### src/rtl/div_unit.sv
// div_unit: multi-cycle 32-bit restoring divider (DIV/DIVU)
// for the EX stage; result feeds the HI/LO write port.
module div_unit (
  input  logic        clk,
  input  logic        rst,
  input  logic        signed_div_i,
  input  logic [31:0] opdata1_i,
  input  logic [31:0] opdata2_i,
  input  logic        start_i,
  input  logic        annul_i,
  output logic [63:0] result_o,
  output logic        ready_o
);

  typedef enum logic [1:0] {
    FREE,
    BYZERO,
    ON,
    END
  } state_t;

  state_t      state;
  logic [5:0]  cnt;
  logic [31:0] dvd;
  logic [31:0] dvs;
  logic [31:0] rem;
  logic        sgn;
  logic        neg1;
  logic        neg2;

  logic [32:0] pr;
  logic [32:0] diff;
  logic [31:0] abs1;
  logic [31:0] abs2;
  logic [31:0] q_fix;
  logic [31:0] r_fix;

  // dvd holds the unconsumed dividend bits in its upper part and
  // collects quotient bits at the bottom as they are produced
  assign pr   = {rem, dvd[31]};
  assign diff = pr - {1'b0, dvs};

  assign abs1 = (signed_div_i && opdata1_i[31]) ?
                (~opdata1_i + 32'd1) : opdata1_i;
  assign abs2 = (signed_div_i && opdata2_i[31]) ?
                (~opdata2_i + 32'd1) : opdata2_i;

  assign q_fix = (sgn && (neg1 ^ neg2)) ? (~dvd + 32'd1) : dvd;
  assign r_fix = (sgn && neg1) ? (~rem + 32'd1) : rem;

  // control FSM, datapath registers and registered outputs
  always_ff @(posedge clk or posedge rst) begin
    if (rst) begin
      state    <= FREE;
      cnt      <= 6'd0;
      dvd      <= 32'd0;
      dvs      <= 32'd0;
      rem      <= 32'd0;
      sgn      <= 1'b0;
      neg1     <= 1'b0;
      neg2     <= 1'b0;
      result_o <= 64'd0;
      ready_o  <= 1'b0;
    end else begin
      unique case (state)
        FREE: begin
          ready_o  <= 1'b0;
          result_o <= 64'd0;
          if (start_i && !annul_i) begin
            sgn  <= signed_div_i;
            neg1 <= opdata1_i[31];
            neg2 <= opdata2_i[31];
            dvd  <= abs1;
            dvs  <= abs2;
            rem  <= 32'd0;
            cnt  <= 6'd0;
            if (opdata2_i == 32'd0) state <= BYZERO;
            else                    state <= ON;
          end
        end
        BYZERO: begin
          if (annul_i) begin
            state <= FREE;
          end else begin
            state    <= END;
            result_o <= 64'd0;
            ready_o  <= 1'b1;
          end
        end
        ON: begin
          if (annul_i) begin
            state <= FREE;
            cnt   <= 6'd0;
          end else if (cnt == 6'd32) begin
            state    <= END;
            cnt      <= 6'd0;
            result_o <= {r_fix, q_fix};
            ready_o  <= 1'b1;
          end else begin
            // a borrow out of the 33-bit subtract means "no subtract"
            if (!diff[32]) begin
              rem <= diff[31:0];
              dvd <= {dvd[30:0], 1'b1};
            end else begin
              rem <= pr[31:0];
              dvd <= {dvd[30:0], 1'b0};
            end
            cnt <= cnt + 6'd1;
          end
        end
        END: begin
          if (!start_i) begin
            state    <= FREE;
            ready_o  <= 1'b0;
            result_o <= 64'd0;
          end
        end
        default: state <= FREE;
      endcase
    end
  end

endmodule

### config.mk
export PLATFORM = sky130hd
export DESIGN_NAME = div_unit
export DESIGN_NICKNAME = d
export VERILOG_FILES = /design/src/rtl/div_unit.sv
export SDC_FILE = /design/constraint.sdc
export NUM_CORES = 1
export LEC_CHECK = 0
export ABC_AREA = 1
export CAP_MARGIN = 0
export CORE_UTILIZATION = 51
export CTS_CLUSTER_DIAMETER = 50
export DETAILED_ROUTE_END_ITERATION = 16
export PLACE_DENSITY = 0.76
export SLEW_MARGIN = 40
export SYNTH_ARGS = -nofsm -noshare
export SYNTH_HDL_FRONTEND = slang
export SYNTH_SLANG_ARGS = --single-unit
export TNS_END_PERCENT = 10
### constraint.sdc
create_clock -name clk -period 7 [get_ports clk]
set_input_delay 1.4 -clock clk [delete_from_list [all_inputs] [get_ports clk]]
set_output_delay 1.4 -clock clk [all_outputs]
set_load 0.01 [all_outputs]
==> results_dict.tcl <==
set metrics [dict create \
    whs_ns 0.4846 \
    antenna_cells 0 \
    worstPathArrival_ns 4.10 \
    initial_utilization_pct 52.57 \
    port_buffers 133 \
    core.rowCount 57 \
    drv_slew 0 \
    synthFlopType "dfrtp_1" \
    viasPerCell 5.398 \
    tritoncts "yes" \
    final_core_util_pct 61.15 \
    cap_violations 0 \
    multi_input_area_um2 7284 \
    ctsHoldBuffers 0 \
    syn_area_um2 12900 \
    num_vias 13010 \
    cp_slowest_cell "buf_4" \
    finalSetupViolations 0 \
    place_congestion 0.9214 \
    synth_most_common_cell "nand2_1" \
    worst_slack_ns 3.219 \
    synth_nets 2085 \
    postSynthAreaPerCell_um2 6.537 \
    ys_top_cells_by_area "dfrtp_1 33%, nand2_1 18%, inv_1 7.6%, nand3_1 6.4%, nor2_1 5.0%" \
    seq_area_um2 4304 \
    dp_cells 2379 \
    outcome "finished clean" \
    cp_top_family "buffers and inverters" \
    worstSetupStartpointType "primary input" \
    yosysTopAreaCell "dfrtp_1" \
    netlist_instances 1973 \
    route.detailed.wl_per_inst_um 14.97 \
    fin_setup_tns_ns 0 \
    numCtsBuffers 17 \
    finClkSkew_ns 0.009964 \
    first_iter_violations 1168 \
    drt-pass1-iter-count 6 \
    cts_max_level 4 \
    fp.dieH_um 161.0 \
    synth_commonest_cells "624 x nand2_1, 261 x inv_1, 173 x nor2_1" \
    post-route-period-util_pct 54.01 \
    worstHoldStart "result_o[14]$_DFFE_PP0P_" \
    die_area_um2 25930 \
    instances_no_fill 2410 \
    yosys.area.top_type_share_pct 33.37 \
    crit_path_cell_trace "clkdlybuf4s50_1 -> nand2_1 -> nand4_4 -> buf_4 -> inv_2 -> nand2_2 -> inv_2 -> a32o_1" \
    yosysWarnings 0 \
    antenna_found_initial 0 \
    place_ws_ns 2.773 \
    cts_resized 0 \
    critical-path-max-stage-delay_ns 0.54 \
    grt_usage_pct 28.36 \
    io_pins 134 \
    hp-class "flip-flop to flip-flop" \
    clock-sinks 172 \
    crit_top_cell "inv_2" \
    async_flop_share_pct 100.0 \
    final_hold_viol_count 0 \
    chipWidth_um 161.0 \
    r2r_start "state[0]$_DFFE_PP0P_" \
    fillers 2329 \
    ys_ff_latch 172 \
    synth.distinct_cells 46 \
    max_freq_mhz 264.5 \
    crit_buf_inv 4 \
    period_needed_ns 3.781 \
    relSlewSlack_pct 44.90 \
    required_ns 7.32 \
    worst_pin_slew_ns 0.8255 \
    peakVddDrop_uv 236.3 \
    rr_endpoint "result_o[7]$_DFFE_PP0P_" \
    dp_hpwl_mm 27.95 \
    r2r_cells 10 \
    root_buffer "clkbuf_16" \
    grt_start_max_net_pins 112 \
    drt_wl_total_mm 36.08 \
    cts_buffer_depth 2 \
    drive_gt1_share_pct 4.794 \
    clk_pin_slew_worst_paths_ns 0.07 \
    areaGrowthSynthToFinish_pct 16.32 \
    coreArea_um2 24530 \
    rrSetupSlack_ns 3.50 \
    worstPathMaxFanout 69 \
    endpoint_kind "flip-flop" \
    hold_depth 2 \
    path_class "primary input to flip-flop" \
    final_nets 2186 \
    power_density_nw_per_um2 340.1 \
    grt_setup_unrepaired "no" \
    grt_pass1_vias 11650 \
    cellLeakagePower_nw 7.788 \
    synth_edf_count 0 \
    hold-path-endpoint "result_o[14]$_DFFE_PP0P_" \
    grt_overflow 0 \
    grt_pass1_wl_mm 59.22 \
    drc 0 \
    ant_nets 0 \
    insertion_delay_ns 0.44 \
    yosysSeqAreaShare_pct 33.37 \
    cts_setup_buffers 0 \
]
per-layer routing:
layer  share of wire, %  track usage [%]
met1                 50            44.46
met5                  0                0
met2                 40            40.01
met3                7.6            4.083
met4                2.0            8.105
state kept, by name, indices dropped and copies added, names as in the netlist:
name      cells
neg1          1
rem          32
cnt           6
neg2          1
result_o     64
ready_o       1
state         2
dvd          32
dvs          32
sgn           1
logic make-up after synthesis:
logic type | synth area share, %
and+or+nand+nor | 34.98
buffers and inverters | 10.23
AOI/OAI and AO/OA | 12.70
DFF | 33.37
xor gates and xnor gates | 4.482
adders and majority gates | 4.230
stage by stage:
stage / total power, mW / instance area, um2
2_1_floorplan: 3.327 / 12900
3_3_place_gp: 4.059 / 14410
3_5_place_dp: 4.111 / 14410
4_1_cts: 5.068 / 14990
5_1_grt: 5.500 / 15000
6_report: 5.102 / 15000
layout make-up:
cell class	instances	share of cell area, %
clock buffer	18	2.861
clock inverter	13	1.001
inverter	276	6.989
multi-input combinational	1468	48.56
sequential	172	28.69
tap	324	2.702
timing repair buffer	139	9.199
cells in the final DEF, fill, tap and decap left out, types with 3 or more instances in the layout:
master,n
nand2_1,624
inv_1,260
nor2_1,172
dfrtp_1,172
nand3_1,164
clkdlybuf4s50_1,133
o21ai_0,129
a21oi_1,83
xor2_1,49
ha_1,42
nor3_1,26
nand4_1,25
o21ai_1,25
xnor2_1,17
clkbuf_16,17
inv_2,14
nand2_2,13
nand3_2,12
a22oi_1,10
nor2_2,7
o21bai_1,7
a31oi_1,7
nor4_1,6
o211ai_1,6
nand3b_1,5
o31ai_1,5
buf_4,5
nor3_2,4
a21oi_2,4
a21o_1,4
o2111ai_1,4
inv_8,4
o21ai_2,3
o22ai_1,3
inv_6,3
how the worst max path moves through the flow:
stage          depth (start not counted)                  endpoint  startpoint
2_1_floorplan                          1        cnt[0]$_DFFE_PP0P_         rst
3_3_place_gp                           8  result_o[10]$_DFFE_PP0P_     annul_i
3_5_place_dp                           8  result_o[10]$_DFFE_PP0P_     annul_i
4_1_cts                                8   result_o[7]$_DFFE_PP0P_     start_i
5_1_grt                                8   result_o[7]$_DFFE_PP0P_     start_i
6_report                               8   result_o[7]$_DFFE_PP0P_     start_i
power breakdown:
| part | internal, mW | switching (mW) |
|---|---|---|
| sequential | 1.28 | 0.219 |
| combinational | 0.867 | 1.78 |
| clock | 0.505 | 0.452 |
tightest hold or removal path, cell delays in order (launching register included):
cell and delay [ns]:
dfrtp_1 0.35, nand2_1 0.05, nand2_1 0.05
Power figures use the tool's default switching activity.
